===== config.mk =====
export PLATFORM = sky130hd
export DESIGN_NAME = fetch_stage_flat
export DESIGN_NICKNAME = d
export VERILOG_FILES = /design/src/rtl/fetch_stage_pkg.sv /design/src/rtl/fetch_stage_if.sv /design/src/rtl/fetch_buf.sv /design/src/rtl/fetch_stage.sv /design/src/flat_wrapper.sv
export SDC_FILE = /design/constraint.sdc
export NUM_CORES = 1
export LEC_CHECK = 0
export CORE_MARGIN = 2
export CORE_UTILIZATION = 46
export CTS_CLUSTER_SIZE = 25
export DETAILED_ROUTE_END_ITERATION = 10
export MAX_ROUTING_LAYER = met4
export PLACE_DENSITY = 0.75
export SLEW_MARGIN = 5
export SYNTH_ARGS = -nofsm -noshare
export SYNTH_HDL_FRONTEND = slang
export SYNTH_SLANG_ARGS = --single-unit

===== constraint.sdc =====
create_clock -name clk -period 3.8 [get_ports clk]
set_clock_uncertainty 0.15 [all_clocks]
set_input_delay 1.14 -clock clk [delete_from_list [all_inputs] [get_ports clk]]
set_output_delay 1.14 -clock clk [all_outputs]
set_load 0.1 [all_outputs]

===== src/rtl/fetch_stage_pkg.sv =====
// rtl/fetch_stage_pkg.sv - shared constants, state encoding and entry layout for the fetch stage
//
// Contents:
//   RESET_PC_DEFAULT : first fetch address after reset
//   NOP_WORD         : value presented on instr/pc/pc4 when the buffer is empty
//   BUF_WIDTH        : width of one buffered {pc, instr} entry
//   fetch_state_t    : request FSM encoding (IDLE=0, WAIT=1, DROP=2)
//   fetch_entry_t    : packed {pc, instr} buffer entry
//   next_pc()        : sequential successor address (wraps modulo 2^32)

package fetch_stage_pkg;

   localparam logic [31:0] RESET_PC_DEFAULT = 32'h0000_3000;
   localparam logic [31:0] NOP_WORD         = 32'h0000_0000;
   localparam int          BUF_WIDTH        = 64;

   typedef enum logic [1:0] {
      ST_IDLE = 2'd0,
      ST_WAIT = 2'd1,
      ST_DROP = 2'd2
   } fetch_state_t;

   typedef struct packed {
      logic [31:0] pc;
      logic [31:0] instr;
   } fetch_entry_t;

   function automatic logic [31:0] next_pc(input logic [31:0] a);
      return a + 32'd4;
   endfunction

endpackage


===== src/rtl/fetch_stage_if.sv =====
// rtl/fetch_stage_if.sv - instruction-memory read channel between fetch and memory
//
// Signals:
//   imem_req   : read request, held until acknowledged
//   imem_addr  : word address of the outstanding request
//   imem_ack   : read data valid this cycle
//   imem_rdata : instruction word returned with imem_ack
// Modports:
//   master : fetch side (drives req/addr)
//   slave  : memory side (drives ack/rdata)

interface fetch_stage_if;

   logic        imem_req;
   logic [31:0] imem_addr;
   logic        imem_ack;
   logic [31:0] imem_rdata;

   modport master (
      output imem_req,
      output imem_addr,
      input  imem_ack,
      input  imem_rdata
   );

   modport slave (
      input  imem_req,
      input  imem_addr,
      output imem_ack,
      output imem_rdata
   );

endinterface


===== src/rtl/fetch_buf.sv =====
// rtl/fetch_buf.sv - two-entry in-order buffer of fetched {pc, instr} entries
//
// Ports:
//   clk, reset : clock and asynchronous active-low reset
//   i_push     : write i_wdata at the tail
//   i_pop      : retire the head entry
//   i_flush    : discard all entries (wins over push and pop)
//   i_wdata    : entry to write
//   o_rdata    : head entry, taken straight from storage registers
//   o_count    : number of valid entries (0..2)

module fetch_buf
   import fetch_stage_pkg::*;
#(
   parameter int WIDTH = BUF_WIDTH
) (
   input  logic             clk,
   input  logic             reset,
   input  logic             i_push,
   input  logic             i_pop,
   input  logic             i_flush,
   input  logic [WIDTH-1:0] i_wdata,
   output logic [WIDTH-1:0] o_rdata,
   output logic [1:0]       o_count
);

   logic [WIDTH-1:0] r_mem [2];
   logic             r_rd_ptr;
   logic             r_wr_ptr;
   logic [1:0]       r_count;

   logic             w_do_push;
   logic             w_do_pop;

   // A push into a full buffer is only accepted when the head leaves in
   // the same cycle; a pop of an empty buffer is ignored.
   assign w_do_pop  = i_pop && (r_count != 2'd0);
   assign w_do_push = i_push && ((r_count != 2'd2) || w_do_pop);

   always_ff @(posedge clk or negedge reset) begin
      if (!reset) begin
         r_mem[0] <= '0;
         r_mem[1] <= '0;
         r_rd_ptr <= 1'b0;
         r_wr_ptr <= 1'b0;
         r_count  <= 2'd0;
      end else if (i_flush) begin
         r_rd_ptr <= 1'b0;
         r_wr_ptr <= 1'b0;
         r_count  <= 2'd0;
      end else begin
         if (w_do_push) begin
            r_mem[r_wr_ptr] <= i_wdata;
            r_wr_ptr        <= ~r_wr_ptr;
         end
         if (w_do_pop) begin
            r_rd_ptr <= ~r_rd_ptr;
         end
         case ({w_do_push, w_do_pop})
            2'b10:   r_count <= r_count + 2'd1;
            2'b01:   r_count <= r_count - 2'd1;
            default: r_count <= r_count;
         endcase
      end
   end

   assign o_rdata = r_mem[r_rd_ptr];
   assign o_count = r_count;

endmodule


===== src/rtl/fetch_stage.sv =====
// rtl/fetch_stage.sv - instruction fetch: PC register, memory request FSM and 2-deep buffer
//
// Ports:
//   clk         : clock
//   reset       : asynchronous active-low reset
//   imem        : instruction-memory channel (fetch_stage_if.master)
//   pc_sel, npc : redirect strobe and target from decode
//   shall       : decode stall, head entry is kept
//   instr       : head instruction word (NOP_WORD when empty)
//   pc, pc4     : head address and its successor (0 when empty)
//   instr_valid : head entry present

module fetch_stage
   import fetch_stage_pkg::*;
#(
   parameter logic [31:0] RESET_PC = RESET_PC_DEFAULT
) (
   input  logic               clk,
   input  logic               reset,
   fetch_stage_if.master      imem,
   input  logic               pc_sel,
   input  logic [31:0]        npc,
   input  logic               shall,
   output logic [31:0]        instr,
   output logic [31:0]        pc,
   output logic [31:0]        pc4,
   output logic               instr_valid
);

   fetch_state_t r_state;
   fetch_state_t w_state_nxt;
   logic [31:0]  r_pc_q;
   logic [31:0]  w_pc_nxt;
   logic [31:0]  r_imem_addr;
   logic [31:0]  w_addr_nxt;

   logic         w_push;
   logic         w_pop;
   logic         w_flush;
   logic [1:0]   w_count;
   logic [63:0]  w_head;
   fetch_entry_t w_head_entry;
   fetch_entry_t w_wr_entry;
   logic         w_valid;
   logic         w_has_room;

   assign w_valid    = (w_count != 2'd0);
   assign w_has_room = (w_count != 2'd2);

   // ------------------------------------------------------------------
   // State register
   // ------------------------------------------------------------------
   always_ff @(posedge clk or negedge reset) begin
      if (!reset) begin
         r_state     <= ST_IDLE;
         r_pc_q      <= RESET_PC;
         r_imem_addr <= 32'h0;
      end else begin
         r_state     <= w_state_nxt;
         r_pc_q      <= w_pc_nxt;
         r_imem_addr <= w_addr_nxt;
      end
   end

   // ------------------------------------------------------------------
   // Next-state and buffer control
   // ------------------------------------------------------------------
   always_comb begin
      w_state_nxt = r_state;
      w_pc_nxt    = r_pc_q;
      w_addr_nxt  = r_imem_addr;
      w_push      = 1'b0;
      // A redirect empties the buffer and suppresses the pop, whatever
      // state the request machine is in.
      w_flush     = pc_sel;
      w_pop       = w_valid && !shall && !pc_sel;

      case (r_state)
         ST_IDLE: begin
            if (pc_sel) begin
               w_pc_nxt = npc;
            end else if (w_has_room) begin
               // Only one request in flight and only with a free slot,
               // so the buffer can never overflow.
               w_addr_nxt  = r_pc_q;
               w_state_nxt = ST_WAIT;
            end
         end

         ST_WAIT: begin
            if (pc_sel) begin
               w_pc_nxt = npc;
               // Without an ack the memory still owes a word for the old
               // path; DROP swallows it while keeping the address stable.
               w_state_nxt = imem.imem_ack ? ST_IDLE : ST_DROP;
            end else if (imem.imem_ack) begin
               w_push      = 1'b1;
               w_pc_nxt    = next_pc(r_pc_q);
               w_state_nxt = ST_IDLE;
            end
         end

         ST_DROP: begin
            if (pc_sel) begin
               w_pc_nxt = npc;
            end
            if (imem.imem_ack) begin
               w_state_nxt = ST_IDLE;
            end
         end

         default: begin
            w_state_nxt = ST_IDLE;
         end
      endcase
   end

   // ------------------------------------------------------------------
   // Memory channel outputs
   // ------------------------------------------------------------------
   assign imem.imem_req  = (r_state != ST_IDLE);
   assign imem.imem_addr = r_imem_addr;

   // ------------------------------------------------------------------
   // Instruction buffer
   // ------------------------------------------------------------------
   assign w_wr_entry = '{pc: r_imem_addr, instr: imem.imem_rdata};

   fetch_buf #(
      .WIDTH (BUF_WIDTH)
   ) u_buf (
      .clk     (clk),
      .reset   (reset),
      .i_push  (w_push),
      .i_pop   (w_pop),
      .i_flush (w_flush),
      .i_wdata (w_wr_entry),
      .o_rdata (w_head),
      .o_count (w_count)
   );

   // Decode-facing outputs depend only on buffer registers, never on imem.
   assign w_head_entry = fetch_entry_t'(w_head);
   assign instr_valid  = w_valid;
   assign instr        = w_valid ? w_head_entry.instr           : NOP_WORD;
   assign pc           = w_valid ? w_head_entry.pc              : NOP_WORD;
   assign pc4          = w_valid ? next_pc(w_head_entry.pc)     : NOP_WORD;

endmodule


===== src/flat_wrapper.sv =====
// flat-port wrapper written by rule: the top's interface ports become plain ports
module fetch_stage_flat import fetch_stage_pkg::*;
#(
   parameter logic [31:0] RESET_PC = RESET_PC_DEFAULT
)
  (clk, reset, pc_sel, npc, shall, instr, pc, pc4, instr_valid, imem_imem_req, imem_imem_addr, imem_imem_ack, imem_imem_rdata);
  fetch_stage_if imem_i ();
  input  logic clk;
  input  logic reset;
  input  logic pc_sel;
  input  logic [31:0] npc;
  input  logic shall;
  output logic [31:0] instr;
  output logic [31:0] pc;
  output logic [31:0] pc4;
  output logic instr_valid;
  output wire logic [$bits(imem_i.imem_req)-1:0] imem_imem_req;
  output wire logic [$bits(imem_i.imem_addr)-1:0] imem_imem_addr;
  input wire logic [$bits(imem_i.imem_ack)-1:0] imem_imem_ack;
  input wire logic [$bits(imem_i.imem_rdata)-1:0] imem_imem_rdata;
  assign imem_imem_req = imem_i.imem_req;
  assign imem_imem_addr = imem_i.imem_addr;
  assign imem_i.imem_ack = imem_imem_ack;
  assign imem_i.imem_rdata = imem_imem_rdata;
  fetch_stage #(.RESET_PC(RESET_PC)) u_core (.clk(clk), .reset(reset), .imem(imem_i), .pc_sel(pc_sel), .npc(npc), .shall(shall), .instr(instr), .pc(pc), .pc4(pc4), .instr_valid(instr_valid));
endmodule

==> reports/metrics.cfg <==
[grt]
grt.overflow.total = 0
grt_start_max_net_pins = 88
grt_pass1_vias = 7767
number_of_antenna_violations_at_the_first_check_in_global_routing = 1
groute.usage.overall = 0.2354
grt_first_pass_wirelength_um = 42970

[critical_path]
worstSetupPathType = register to output pin
timing.critical_path.cells = buf_6, nand4b_4, a222oi_1, buf_4, nand4_4, buf_4, nor3_4, mux2_4, buf_12
critical_path.max_stage_delay_ps = 530
critical_path.reg2reg.startpoint = u_core.r_pc_q[18]
worstSetupStartpointType = register
worstSetupEndpointType = output pin
critPathSlowestCell = dfrtp_4
rrSetupSlack_ps = 1340
worst_r2r_endpoint = u_core.r_pc_q[29]
worstPathRequired_ps = 2510
worst_r2r_path_depth = 5
worst-path-max-fanout = 6
arrival_ps = 2740
critical_path.most_common_cell = buf_4

[final_layout]
layout.cells.most_common = dfrtp_1
layout.area.seq_mm2 = 0.004961
commonest_non_fill_non_tap_cells_in_the_layout = 195 x dfrtp_1, 131 x mux2_2, 119 x buf_4
final_util = 0.6493
fillers = 1632
multiInputGateArea_mm2 = 0.005449
syn_to_final_growth_pct = 39.23
final_layout_size_suffix_gt1_frac = 0.4146
final_nets = 1182

[synth]
netlist_instances = 907
syn_avg_cell_area_um2 = 11.19
synth_area_mm2 = 0.01015
yosysWarnings = 0
synth_async_sr_flop_share = 1.000
synth-seq-cells = 198
synth_enable_flop_cells = 0
post_synth_top_flop = dfrtp_1
synth_top_cell_area_share = 0.4834
post_synth_num_cell_types = 68
synth_area_leader_cell = dfrtp_1
ys_top_cells_by_area = dfrtp_1 48%, mux2_2 15%, mux2i_1 6.1%
synthesis.nets = 978
synth-seq-area-share = 0.4886

[min_path]
min-delay-path-class = register to register
min-delay-start = u_core.r_pc_q[0]
min_delay_worst_endpoint = u_core.r_pc_q[0]
min_delay_path_depth = 2

[clock_tree]
cts_tree = yes
tritoncts_num_sinks = 198
worst_setup_hold_path_clk_slew_ps = 70
cts_htree_levels = 4
clock_path_buffers = 2
cts_buffers = 17
cts_root_buffer = clkbuf_16
clk-insertion-delay-late_ps = 430

[route]
vias_per_cell = 5.661
avgRoutedWirePerCell_um = 18.90
postRouteAntennaNets = 0
route.detailed.drc = 0
vias = 7954
drt_first_iter_violations = 482
drt_first_pass_iters = 5
finalWirelength_um = 26560

[sta]
max_freq_mhz = 248.3
max_slew.worst_pin.slew_ps = 740.3
finalHoldViolations = 0
rsz0062_at_grt = yes
finalCritPeriodShare = 1.060
period_minus_slack_ps = 4027
report.final.slew_viol_count = 0
sum_neg_setup_slack_ps = -1995
worst_slack_ps = -227.5
slew_headroom = 0.5026
setup_viol = 15

[job]
drv.max_cap_violation_count = 0

[power_and_ir_drop]
pwr_density_cell_mw_per_mm2 = 735.1
ir_drop_uv = 500.0
p_leak_uw = 0.005869

[run_status]
status = finished, violations left
failed_checks = negative setup slack

[place]
gp_congestion = 0.8799
dp.final_hpwl_um = 18770
io_buffers = 198
setup_slack_placement_ps = 64.51

[floorplanning]
io_pins = 199
core.rowCount = 54
start_util = 0.4664
floorplan.die.width_um = 152.5
fp.dieArea_mm2 = 0.02326
floorplan.core_area_mm2 = 0.02176
vertical_die_dimension_um = 152.5

## metal layers
layer | share of wire | track usage | routed length, um
met5 | 0 | - | 0
met4 | 0.018 | 0.05996 | 482
met3 | 0.054 | 0.03868 | 1423
met2 | 0.46 | 0.3462 | 12110
met1 | 0.47 | 0.3422 | 12550
## where the power goes
group	switching (uW)	internal, uW	total (uW)
clock network	879	1080	1960
logic	3070	1640	4700
registers	782	2940	3720
## critical path, delay by kind of cell, from the launching register on
kind                   cells  cell delay (ps)
muxes                      1              340
buffers and inverters      4              720
AOI/OAI and AO/OA          1              260
DFF                        1              530
and+or+nand+nor            3              460
## through the flow
| step | power, uW | std cells | instance area, um^2 | hold slack, ps |
|---|---|---|---|---|
| floorplan | 7012 | 907 | 10580 | 291.7 |
| global placement | 8212 | 1357 | 13140 | 313.6 |
| detailed placement | 8338 | 1357 | 13140 | 320.5 |
| CTS | 10390 | 1405 | 14070 | 337.0 |
| global route | 10850 | 1405 | 14130 | 360.7 |
| finish | 10380 | 1405 | 14130 | 328.3 |
## registers in the layout, summed over array words and instances, names as in the netlist
| register | flops |
|---|---|
| u_core.u_buf.r_mem | 128 |
| u_core.imem.imem_addr | 32 |
| u_core.r_pc_q | 32 |
| u_core.r_state | 2 |
| u_core.u_buf.o_count | 2 |
| u_core.u_buf.r_rd_ptr | 1 |
| u_core.u_buf.r_wr_ptr | 1 |
## timing repair
action	in CTS	in global routing
hold buffers	0	0
endpoints found under the hold margin	0	0
pin swaps	13	8
resized for setup	41	11
endpoints found under the setup margin	13	20
buffers inserted	16	1
## Yosys cell counts (all sizes together), types with 2 or more instances
library cell / number
nor2: 93
dfrtp: 196
xnor2: 12
dfstp: 2
and2: 9
o21a: 2
buf: 40
or2: 3
ha: 2
nand4: 18
a21oi: 43
xor2: 2
o22a: 3
o22ai: 17
nand4b: 7
and3: 4
mux2i: 62
o31a: 2
clkbuf: 20
o31ai: 5
a22oi: 4
o32ai: 4
a41o: 3
a221oi: 2
or3: 5
nand3b: 5
mux2: 166
o21ai: 21
a2bb2oi: 6
and4: 2
nor4: 4
nor3: 13
o211ai: 2
a211oi: 3
nor3b: 2
a21o: 3
nand3: 26
nand2b: 4
inv: 9
a31oi: 3
nor2b: 5
nand2: 62
## area by class of cell
cell class / instances / share of cell area
clock inverter: 15 / 0.01612
inverter: 9 / 0.002392
timing repair buffer: 245 / 0.1895
antenna: 1 / 0.0001771
tap: 280 / 0.02480
multi-input combinational: 640 / 0.3857
sequential: 198 / 0.3512
clock buffer: 17 / 0.03012
## cell families after synthesis
family                     Yosys count  share of synthesized area
and+or+nand+nor                    264                     0.1320
muxes                              228                     0.2454
DFF                                198                     0.4886
AOI/OAI and AO/OA                  132                    0.08595
buffers and inverters               69                    0.03354
xor gates and xnor gates            14                    0.01209
adders and majority gates            2                   0.002466
## how the worst max path moves through the flow
stage | start | to
floorplan | u_core.u_buf.r_rd_ptr | pc4[8]
global placement | u_core.u_buf.r_rd_ptr | pc4[31]
detailed placement | u_core.u_buf.r_rd_ptr | pc4[29]
CTS | u_core.u_buf.r_rd_ptr | pc4[25]
global route | u_core.u_buf.r_rd_ptr | pc4[31]
finish | u_core.u_buf.r_rd_ptr | pc4[31]
No activity file was read; power rests on OpenSTA's default activity.
